File: src/rtl/mmult_sched_pkg.sv
// mmult_sched_pkg: shared types and the cyclic round-robin pick for the mmult_accel scheduler
package mmult_sched_pkg;
  localparam int MAX_REQ = 16;
  localparam int IDX_W = 4;
  typedef enum logic [2:0] {IDLE, START, RUN, DONE, DRAIN} sched_state_e;
  // first set bit of r at or after p, wrapping at n; 0 when r is empty
  function automatic logic [IDX_W-1:0] rr_pick(input logic [MAX_REQ-1:0] r, input logic [IDX_W-1:0] p, input int n);
    logic [IDX_W-1:0] w;
    w = '0;
    for (int i = MAX_REQ - 1; i >= 0; i--) begin
      int j;
      j = (int'(p) + i) % n;
      if (i < n && r[j[IDX_W-1:0]]) w = j[IDX_W-1:0];
    end
    return w;
  endfunction
endpackage

File: src/rtl/rr_arbiter.sv
// rr_arbiter: combinational round-robin winner (one-hot and index) from req and a start pointer
//   req  in   N       request vector
//   ptr  in   IDX_W   highest-priority position
//   gnt  out  N       one-hot winner, 0 when req is empty
//   idx  out  IDX_W   winner index
module rr_arbiter
  import mmult_sched_pkg::*;
#(
  parameter int N = 4
) (
  input  logic [N-1:0]     req,
  input  logic [IDX_W-1:0] ptr,
  output logic [N-1:0]     gnt,
  output logic [IDX_W-1:0] idx
);
  always_comb begin
    idx = rr_pick(MAX_REQ'(req), ptr, N);
    gnt = |req ? N'(1) << idx : '0;
  end
endmodule

File: src/rtl/mmult_accel_scheduler.sv
// mmult_accel_scheduler: round-robin sharing of one ap_ctrl_hs accelerator with latency, job count and watchdog
//   clock, reset                 single clock, synchronous active-high reset
//   req/gnt/job_done             per-requester request, held grant, end-of-job pulse
//   job_timeout                  watchdog abort flag, coincident with job_done
//   job_cycles, jobs_completed   last job latency, normal-completion count
//   busy                         not IDLE
//   ap_start/ap_ready/ap_done/ap_idle  accelerator handshake
module mmult_accel_scheduler
  import mmult_sched_pkg::*;
#(
  parameter int NUM_REQ        = 4,
  parameter int CNT_W          = 32,
  parameter int TIMEOUT_CYCLES = 0
) (
  input  logic               clock,
  input  logic               reset,
  input  logic [NUM_REQ-1:0] req,
  output logic [NUM_REQ-1:0] gnt,
  output logic [NUM_REQ-1:0] job_done,
  output logic               job_timeout,
  output logic [CNT_W-1:0]   job_cycles,
  output logic [CNT_W-1:0]   jobs_completed,
  output logic               busy,
  output logic               ap_start,
  input  logic               ap_ready,
  input  logic               ap_done,
  input  logic               ap_idle
);
  localparam logic [CNT_W-1:0] CNT_SAT = '1;
  sched_state_e state_q, state_d;
  logic [IDX_W-1:0] rr_ptr_q, rr_ptr_d, win_q, win_d, arb_idx, nxt_ptr;
  logic [NUM_REQ-1:0] gnt_q, gnt_d, job_done_q, job_done_d, arb_gnt;
  logic job_timeout_q, job_timeout_d, ap_start_q, ap_start_d, active, wd_hit, fin;
  logic [CNT_W-1:0] cnt_q, cnt_d, job_cycles_q, job_cycles_d, jobs_q, jobs_d;
  rr_arbiter #(.N(NUM_REQ)) u_arb (
    .req (req),
    .ptr (rr_ptr_q),
    .gnt (arb_gnt),
    .idx (arb_idx)
  );
  always_comb begin
    active = state_q == START || state_q == RUN;
    // ap_done in the limit cycle still counts as a normal completion
    wd_hit = TIMEOUT_CYCLES > 0 && active && !ap_done && cnt_q == CNT_W'(TIMEOUT_CYCLES);
    // in START a finish needs ap_ready alongside ap_done
    fin = active && ap_done && (state_q == RUN || ap_ready);
    nxt_ptr = win_q == IDX_W'(NUM_REQ - 1) ? '0 : win_q + 1'b1;
    state_d = state_q;
    rr_ptr_d = rr_ptr_q;
    win_d = win_q;
    gnt_d = gnt_q;
    job_done_d = '0;
    job_timeout_d = 1'b0;
    ap_start_d = ap_start_q;
    cnt_d = active ? (cnt_q == CNT_SAT ? cnt_q : cnt_q + 1'b1) : cnt_q;
    job_cycles_d = job_cycles_q;
    jobs_d = jobs_q;
    if (state_q == IDLE && |req) begin
      state_d = START;
      win_d = arb_idx;
      gnt_d = arb_gnt;
      ap_start_d = 1'b1;
      cnt_d = CNT_W'(1);
    end else if (wd_hit || fin) begin
      state_d = wd_hit ? DRAIN : DONE;
      ap_start_d = 1'b0;
      job_done_d = gnt_q;
      job_timeout_d = wd_hit;
      job_cycles_d = cnt_q;
      jobs_d = wd_hit ? jobs_q : jobs_q + 1'b1;
      gnt_d = '0;
      rr_ptr_d = nxt_ptr;
    end else if (state_q == START && ap_ready) begin
      state_d = RUN;
      ap_start_d = 1'b0;
    end else if (state_q == DONE || (state_q == DRAIN && ap_idle)) begin
      state_d = IDLE;
    end
  end
  always_ff @(posedge clock) begin
    if (reset) begin
      state_q <= IDLE;
      rr_ptr_q <= '0;
      win_q <= '0;
      gnt_q <= '0;
      job_done_q <= '0;
      job_timeout_q <= 1'b0;
      ap_start_q <= 1'b0;
      cnt_q <= '0;
      job_cycles_q <= '0;
      jobs_q <= '0;
    end else begin
      state_q <= state_d;
      rr_ptr_q <= rr_ptr_d;
      win_q <= win_d;
      gnt_q <= gnt_d;
      job_done_q <= job_done_d;
      job_timeout_q <= job_timeout_d;
      ap_start_q <= ap_start_d;
      cnt_q <= cnt_d;
      job_cycles_q <= job_cycles_d;
      jobs_q <= jobs_d;
    end
  end
  assign gnt = gnt_q;
  assign job_done = job_done_q;
  assign job_timeout = job_timeout_q;
  assign job_cycles = job_cycles_q;
  assign jobs_completed = jobs_q;
  assign busy = state_q != IDLE;
  assign ap_start = ap_start_q;
endmodule

File: config.mk
export PLATFORM = sky130hd
export DESIGN_NAME = mmult_accel_scheduler
export DESIGN_NICKNAME = d
export VERILOG_FILES = /design/src/rtl/mmult_sched_pkg.sv /design/src/rtl/rr_arbiter.sv /design/src/rtl/mmult_accel_scheduler.sv
export SDC_FILE = /design/constraint.sdc
export NUM_CORES = 1
export LEC_CHECK = 0
export CAP_MARGIN = 20
export CORE_MARGIN = 2
export CORE_UTILIZATION = 35
export CTS_CLUSTER_DIAMETER = 50
export DETAILED_ROUTE_END_ITERATION = 12
export HOLD_SLACK_MARGIN = 0.06
export PLACE_DENSITY = 0.58
export SKIP_CTS_REPAIR_TIMING = 1
export SLEW_MARGIN = 20
export SYNTH_ARGS = -nofsm -noshare
export SYNTH_HDL_FRONTEND = slang
export SYNTH_SLANG_ARGS = --single-unit
File: constraint.sdc
create_clock -name clock -period 7.9 [get_ports clock]
set_clock_uncertainty 0.15 [all_clocks]
set_input_delay 1.58 -clock clock [delete_from_list [all_inputs] [get_ports clock]]
set_output_delay 1.58 -clock clock [all_outputs]
set_load 0.01 [all_outputs]
==> impl_metrics.env, run 1 <==
export IMPL_synth_ff_type="dfxtp_1"
export IMPL_grt_setup_unrepaired="no"
export IMPL_final_util_pct=44.6
export IMPL_synth_edf_count=0
export IMPL_grt_max_degree=47
export IMPL_clock_sinks=111
export IMPL_crit_arrival_ns=4.34
export IMPL_min_delay_start="job_cycles[14]"
export IMPL_async_flop_share_pct=0
export IMPL_p_leak_nw=2.03
export IMPL_numCtsBuffers=9
export IMPL_max_stage_delay_ns=0.63
export IMPL_wl_per_cell_um=14.9
export IMPL_highest_layer="met4"
export IMPL_syn_area_per_cell_um2=8.99
export IMPL_p_switching_mw=0.263
export IMPL_rrSetupSlack_ns=4.98
export IMPL_power_density_mw_per_mm2=182
export IMPL_dr_wl_met2_mm=5.45
export IMPL_clkPwrFrac_pct=41.5
export IMPL_status="completed"
export IMPL_portBuffers=81
export IMPL_fin_crit_sh_pct=53.1
export IMPL_num_vias=4181
export IMPL_synth_distinct_cells=59
export IMPL_synth_largest_area_cell="dfxtp_1"
export IMPL_cp_end_kind="flop"
export IMPL_drive_gt1_share_pct=7.01
export IMPL_insertion_delay_ns=0.36
export IMPL_syn_area_mm2=0.00485
export IMPL_synth_area_leaders="dfxtp_1 46%, a22o_1 6.0%, xnor2_1 5.8%, nor2_1 4.6%, a21oi_1 3.0%"
export IMPL_grt_pass1_vias=4023
export IMPL_ant_nets=0
export IMPL_hp_class="flop to flop"
export IMPL_timing_final_crit_period_ns=4.20
export IMPL_comb_power_share_pct=7.1
export IMPL_synth_seq_cells=111
export IMPL_timing_rr_start="state_q[0]"
export IMPL_path_clk_slew_ns=0.08
export IMPL_irDropWorstVdd_mv=0.130
export IMPL_die_w_um=122
export IMPL_rows=43
export IMPL_ys_warn_count=0
export IMPL_cp_top_family="simple AND/OR/NAND/NOR gates"
export IMPL_syn_inst=540
export IMPL_core_area_mm2=0.0137
export IMPL_globalplace_congestion=0.782
export IMPL_synth_top_area_share_pct=45.8
export IMPL_wl_met3_um=620
export IMPL_swShare_pct=23.7
export IMPL_route_detailed_drc=0
export IMPL_drv_slew=0
export IMPL_maxClockFrequency_mhz=238
export IMPL_antenna_found_initial=0
export IMPL_synth_nets=556
export IMPL_start_kind="input pin"
export IMPL_grt_pass1_wl_mm=19.7
export IMPL_htreeDepth=3
export IMPL_cts_tree="built"
export IMPL_maxSlewHeadroom_pct=49.4
export IMPL_crit_fanout=13
export IMPL_start_util_pct=35.4
export IMPL_cap_violations=0
export IMPL_path_cells="clkdlybuf4s50_1 -> o41ai_4 -> nand3_1 -> or2_1 -> or4b_1 -> a21oi_1"
export IMPL_vias_per_cell=5.27
export IMPL_area_growth_pct=26.1
export IMPL_dr_pass1_iters=4
export IMPL_dieHeight_um=122
export IMPL_startpoint="req[1]"
export IMPL_ioPinCount=84
export IMPL_routed_wl_mm=11.8
export IMPL_clock_path_buffers=2
export IMPL_diodes=0
export IMPL_critPathBufInv=1
export IMPL_tightest_slew_ns=0.758
export IMPL_num_fill_cells=1357
export IMPL_ys_seq_area_share_pct=45.8
export IMPL_crit_type="input pin to flop"
export IMPL_setup_violations=0
export IMPL_pwr_share_seq_pct=51.4
export IMPL_track_usage_pct=16.6
export IMPL_grt_overflow_total=0
export IMPL_die_area_mm2=0.0148
export IMPL_first_iter_violations=217
export IMPL_cp_data_required_time_ns=8.04
export IMPL_hpwl_mm=8.18
export IMPL_num_nets_final=624
export IMPL_hold_violations=0
export IMPL_critPathSlowestCell="o41ai_4"
export IMPL_fin_tns_setup_ns=0
export IMPL_cts_root_buf="clkbuf_16"
export IMPL_drt_met1_wl_mm=5.61
export IMPL_power_internal_mw=0.848
## synthesized netlist by cell type (10+ instances only)
cell / n
a21oi_1: 29
a22o_1: 33
and3_1: 11
clkbuf_1: 24
dfxtp_1: 111
inv_1: 17
nand2_1: 34
nand3_1: 24
nand4_1: 12
nor2_1: 60
nor3_1: 10
nor4_1: 14
o21ai_0: 13
or3_1: 13
xnor2_1: 32
## worst paths after layout
| kind | end | cells after the start |
|---|---|---|
| worst max-delay path | jobs_completed[27] | 6 |
| worst min-delay path | job_cycles[14] | 1 |
| worst max register to register | jobs_completed[27] | 7 |
| worst min register to register | job_cycles[14] | 1 |
## power by group through the flow
stage | Combinational [mW] | Clock, mW | Sequential [mW]
floorplan | 0.0477 | 0 | 0.584
global route | 0.0884 | 0.494 | 0.572
CTS | 0.0801 | 0.473 | 0.571
global placement | 0.0764 | 0 | 0.584
finish | 0.0791 | 0.461 | 0.571
detailed placement | 0.0795 | 0 | 0.584
## stage by stage
step                cell area (µm²)  worst slack (ns)  power, mW  hold slack [ns]  cells
floorplan                      4850              4.58      0.632            0.290    540
finish                         6120              3.70       1.11            0.321    793
global route                   6120              3.48       1.16            0.347    793
detailed placement             5820              3.32      0.664            0.305    777
global placement               5800              3.37      0.660            0.301    775
CTS                            6120              3.70       1.12            0.323    793
## layout by cell type (no fill, tap or decap), drive strengths merged, types with 4 or more instances in the layout
master           n
or3             14
nand2           34
a22oi            4
a21oi           29
inv             17
a31o             6
nand4           13
xnor2           32
buf              7
a21o             4
a31oi            6
nor4            15
or4             11
nor2b            4
a211oi           7
o21ai           14
and4             7
or2              6
clkdlybuf4s50   81
nand3           24
clkbuf          10
ha               7
nor2            60
nor3            10
a22o            34
dfxtp          111
and3            11
## registers in the layout, summed over array words and instances, names as in the netlist
register	count
ap_start	1
gnt	4
win_q	2
state_q	2
cnt_q	32
job_cycles	32
rr_ptr_q	2
job_done	4
jobs_completed	32
## logic make-up (layout without fill, tap and decap cells)
| logic type | Yosys count | count (layout) | synth area share [%] |
|---|---|---|---|
| XOR/XNOR | 35 | 35 | 6.32 |
| flip-flops | 111 | 111 | 45.8 |
| AO/OA/AOI/OAI | 120 | 120 | 18.3 |
| multiplexers | 2 | 2 | 0.412 |
| other | 1 | 1 | 0.0773 |
| buffers and inverters | 48 | 121 | 3.94 |
| AND/OR/NAND/NOR | 216 | 216 | 23.4 |
| adder cells (fa/ha/maj) | 7 | 7 | 1.80 |
## cell type report
cell class,count,area (µm²),area share (%)
Tap cell,180,225,3.68
Timing Repair Buffer,88,863,14.1
Inverter,17,63.8,1.04
Multi-Input combinational cell,381,2440,40.0
Clock inverter,6,60.1,0.982
Sequential cell,111,2220,36.3
Clock buffer,10,239,3.91
## metal layers
metal	GRT usage (%)	vias up
met1	21.7	1992
met3	5.57	8
li1	-	2099
met2	26.2	82
met5	0	-
met4	4.67	0
No activity file was read; power rests on OpenSTA's default activity.
==> run 2: changes to the inputs <==
--- a/config.mk
+++ b/config.mk
@@ -11,7 +11,7 @@
 export CTS_CLUSTER_DIAMETER = 50
 export DETAILED_ROUTE_END_ITERATION = 12
 export HOLD_SLACK_MARGIN = 0.06
-export PLACE_DENSITY = 0.58
+export PLACE_DENSITY = 0.6
 export SKIP_CTS_REPAIR_TIMING = 1
 export SLEW_MARGIN = 20
 export SYNTH_ARGS = -nofsm -noshare
==> constraint.sdc (replaced) <==
create_clock -name clock -period 3.81 [get_ports clock]
set_clock_uncertainty 0.15 [all_clocks]
set_input_delay 0.762 -clock clock [delete_from_list [all_inputs] [get_ports clock]]
set_output_delay 0.762 -clock clock [all_outputs]
set_load 0.01 [all_outputs]
==> impl_metrics.env, run 2 (same netlist as run 1, synthesis figures left out) <==
export IMPL_htreeDepth=3
export IMPL_final_seq_area_mm2=0.00222
export IMPL_cts_tree="built"
export IMPL_min_delay_start="win_q[1]"
export IMPL_num_fill_cells=1370
export IMPL_crit_arrival_ns=3.02
export IMPL_hp_class="flop to flop"
export IMPL_cp_top_family="buffers and inverters"
export IMPL_path_clk_slew_ns=0.07
export IMPL_dp_cells=780
export IMPL_irDropWorstVdd_mv=0.264
export IMPL_max_stage_delay_ns=0.54
export IMPL_status="completed"
export IMPL_fin_tns_setup_ns=0
export IMPL_cts_root_buf="clkbuf_16"
export IMPL_globalplace_congestion=0.788
export IMPL_dieHeight_um=122
export IMPL_grt_pass1_vias=4054
export IMPL_crit_fanout=8
export IMPL_place_area_mm2=0.00584
export IMPL_stdcell_area_mm2=0.00610
export IMPL_core_area_mm2=0.0137
export IMPL_antenna_found_initial=0
export IMPL_grt_pass1_wl_mm=19.6
export IMPL_clock_path_buffers=2
export IMPL_hold_violations=0
export IMPL_diodes=0
export IMPL_r2r_end="cnt_q[31]"
export IMPL_endpoint="jobs_completed[25]"
export IMPL_num_nets_final=627
export IMPL_grt_setup_unrepaired="no"
export IMPL_numCtsBuffers=9
export IMPL_route_detailed_drc=0
export IMPL_setup_violations=0
export IMPL_drive_gt1_share_pct=7.01
export IMPL_first_iter_violations=189
export IMPL_cp_data_required_time_ns=3.88
export IMPL_dr_pass1_iters=4
export IMPL_reg2regPathDepth=7
export IMPL_die_area_mm2=0.0148
export IMPL_insertion_delay_ns=0.35
export IMPL_ioPinCount=84
export IMPL_start_util_pct=35.4
export IMPL_timing_rr_start="state_q[0]"
export IMPL_startpoint="req[1]"
export IMPL_final_util_pct=44.5
export IMPL_num_vias=4185
export IMPL_grt_overflow_total=0
export IMPL_power_density_mw_per_mm2=362
export IMPL_critPathBufInv=2
export IMPL_wl_per_cell_um=14.7
export IMPL_critPathSlowestCell="clkdlybuf4s50_1"
export IMPL_crit_type="input pin to flop"
export IMPL_portBuffers=81
export IMPL_path_cells="clkdlybuf4s50_1 -> o41ai_4 -> nand3_1 -> buf_4 -> nor4_2 -> a31o_2 -> a21oi_1"
export IMPL_rows=43
export IMPL_final_common_cell="dfxtp_1"
export IMPL_track_usage_pct=16.5
export IMPL_p_leak_nw=2.03
export IMPL_die_w_um=122
export IMPL_timing_final_crit_period_ns=2.95
export IMPL_final_cell_mix="111 x dfxtp_1, 81 x clkdlybuf4s50_1, 58 x nor2_1"
export IMPL_start_kind="input pin"
export IMPL_hold_ws_ns=0.316
export IMPL_multi_input_area_mm2=0.00244
export IMPL_cap_violations=0
export IMPL_ant_nets=0
export IMPL_area_growth_pct=25.7
export IMPL_vias_per_cell=5.28
export IMPL_maxSlewHeadroom_pct=55.2
export IMPL_stdcell_count=793
export IMPL_hpwl_mm=8.17
export IMPL_routed_wl_mm=11.7
export IMPL_grt_max_degree=46
export IMPL_maxClockFrequency_mhz=339
export IMPL_cp_end_kind="flop"
export IMPL_tightest_slew_ns=0.665
export IMPL_cp_num_cells=7
export IMPL_clock_sinks=111
export IMPL_fin_crit_sh_pct=77.4
export IMPL_drv_slew=0
export IMPL_rrSetupSlack_ns=0.96
-- run 2: where the power goes --
part / switching [mW] / internal, mW
Sequential: 0.0121 / 1.17
Combinational: 0.103 / 0.0621
Clock: 0.409 / 0.452
Total: 0.524 / 1.69
-- run 2: through the flow --
step	worst slack (ns)	power (mW)
2_1_floorplan	1.31	1.31
3_3_place_gp	0.526	1.37
3_5_place_dp	0.484	1.38
4_1_cts	0.850	2.24
5_1_grt	0.732	2.31
6_report	0.861	2.21
-- run 2: how the worst min path moves through the flow --
stage,end,slack [ns],depth (start not counted)
after floorplan,win_q[1],0.29,2
after global placement,win_q[1],0.30,2
after detailed placement,win_q[1],0.30,2
after CTS,win_q[1],0.31,2
after global routing,job_cycles[26],0.34,1
final,win_q[1],0.32,2
-- run 2: routing by layer --
layer / track usage [%] / wire length, µm
met1: 20.6 / 5490
met3: 5.62 / 604
met4: 4.38 / 125
met2: 27.1 / 5460
met5: 0 / 0
-- run 2: tightest hold or removal path: cells and delay by family (launching register included) --
family          cells  cell delay, ns
simple gates        1            0.05
flops               1            0.31
compound gates      1            0.06
-- run 2: cell type report --
cell class,count,area share (%)
repair buffers,91,14.5
flip-flops and latches,111,36.4
well taps,180,3.69
clock inverters,3,0.349
clock buffers,10,3.92
inverters,17,1.05
multi-input cells,381,40.1
==> run 3: changes to the inputs <==
==> constraint.sdc (replaced) <==
create_clock -name clock -period 2.7 [get_ports clock]
set_clock_uncertainty 0.15 [all_clocks]
set_input_delay 0.54 -clock clock [delete_from_list [all_inputs] [get_ports clock]]
set_output_delay 0.54 -clock clock [all_outputs]
set_load 0.01 [all_outputs]
==> impl_metrics.env, run 3 (same netlist as run 1, synthesis figures left out) <==
export IMPL_diodes=0
export IMPL_htreeDepth=3
export IMPL_cts_root_buf="clkbuf_16"
export IMPL_grt_pass1_vias=4180
export IMPL_num_nets_final=649
export IMPL_crit_type="flop to flop"
export IMPL_hp_class="flop to flop"
export IMPL_grt_overflow_total=0
export IMPL_ioPinCount=84
export IMPL_globalplace_congestion=0.834
export IMPL_final_util_pct=46.6
export IMPL_final_cell_mix="111 x dfxtp_1, 81 x clkdlybuf4s50_1, 58 x nor2_1"
export IMPL_hold_violations=0
export IMPL_critPathSlowestCell="or4_1"
export IMPL_place_area_mm2=0.00603
export IMPL_drive_gt1_share_pct=10.5
export IMPL_cp_data_required_time_ns=2.84
export IMPL_hold_ws_ns=0.324
export IMPL_setup_slack_ns=0.161
export IMPL_critPathBufInv=2
export IMPL_dp_cells=802
export IMPL_path_clk_slew_ns=0.07
export IMPL_die_area_mm2=0.0148
export IMPL_vias_per_cell=5.29
export IMPL_antenna_found_initial=0
export IMPL_clock_path_buffers=2
export IMPL_startpoint="state_q[0]"
export IMPL_fin_crit_sh_pct=94.1
export IMPL_clock_sinks=111
export IMPL_final_common_cell="dfxtp_1"
export IMPL_timing_final_crit_period_ns=2.54
export IMPL_p_leak_nw=2.18
export IMPL_hpwl_mm=8.64
export IMPL_drv_slew=0
export IMPL_max_stage_delay_ns=0.40
export IMPL_irDropWorstVdd_mv=0.402
export IMPL_routed_wl_mm=12.0
export IMPL_path_cells="inv_1 -> ha_4 -> nand4_1 -> or3_4 -> buf_4 -> or2_1 -> or4_1 -> a21oi_1"
export IMPL_tightest_slew_ns=0.691
export IMPL_timing_rr_start="state_q[0]"
export IMPL_maxClockFrequency_mhz=394
export IMPL_die_w_um=122
export IMPL_maxSlewHeadroom_pct=53.5
export IMPL_portBuffers=81
export IMPL_first_iter_violations=135
export IMPL_grt_max_degree=40
export IMPL_dp_slack_ns=-0.130
export IMPL_num_vias=4326
export IMPL_ant_nets=0
export IMPL_crit_arrival_ns=2.68
export IMPL_rows=43
export IMPL_stdcell_count=818
export IMPL_numCtsBuffers=9
export IMPL_start_util_pct=35.4
export IMPL_cap_violations=0
export IMPL_dieHeight_um=122
export IMPL_wl_per_cell_um=14.7
export IMPL_min_delay_start="job_cycles[14]"
export IMPL_status="completed"
export IMPL_insertion_delay_ns=0.36
export IMPL_crit_fanout=7
export IMPL_cp_end_kind="flop"
export IMPL_dr_pass1_iters=4
export IMPL_power_density_mw_per_mm2=542
export IMPL_track_usage_pct=16.7
export IMPL_cts_tree="built"
export IMPL_route_detailed_drc=0
export IMPL_stdcell_area_mm2=0.00639
export IMPL_start_kind="flop"
export IMPL_cp_top_family="simple AND/OR/NAND/NOR gates"
export IMPL_grt_setup_unrepaired="no"
export IMPL_area_growth_pct=31.7
export IMPL_grt_pass1_wl_mm=19.8
export IMPL_core_area_mm2=0.0137
export IMPL_setup_violations=0
==> run 3: cell types whose count changed in the layout (fill, tap and decap cells not counted), sizes merged <==
cell | previous run | this run
clkinv | 1 | 0
buf | 10 | 32
inv | 18 | 17
bufinv | 0 | 3
clkbuf | 10 | 13
clkinvlp | 1 | 0
==> run 3: path summary, 6_finish.rpt <==
| kind | end | slack (ns) | depth (start not counted) |
|---|---|---|---|
| max | cnt_q[15] | 0.16 | 8 |
| min | job_cycles[14] | 0.32 | 1 |
| max reg2reg | cnt_q[15] | 0.16 | 8 |
| min reg2reg | job_cycles[14] | 0.32 | 1 |
==> run 3: stage by stage <==
stage               power, mW  setup TNS [ns]
global route             3.60               0
floorplan                1.85               0
CTS                      3.50               0
detailed placement       1.98          -0.402
finish                   3.46               0
global placement         1.97          -0.228
==> run 3: cell type report <==
type                    instances  area, µm²
clock buffers                  13        250
repair buffers                113       1080
well taps                     180        225
multi-input cells             381       2460
fillers                      1350       7330
clock inverters                 3       90.1
flip-flops and latches        111       2220
inverters                      17       63.8
==> run 3: where the power goes <==
part           total [mW]  leakage, nW  internal, mW  switching, mW
clock                1.51        0.164         0.933          0.581
combinational       0.272         1.12         0.119          0.153
sequential           1.67        0.896          1.66         0.0181
total                3.46         2.18          2.71          0.753
==> run 3: layer usage <==
| metal | global-route usage [%] | wire length [µm] |
|---|---|---|
| met5 | 0 | 0 |
| met4 | 5.89 | 137 |
| met3 | 5.52 | 596 |
| met1 | 20.0 | 5480 |
| met2 | 27.9 | 5780 |
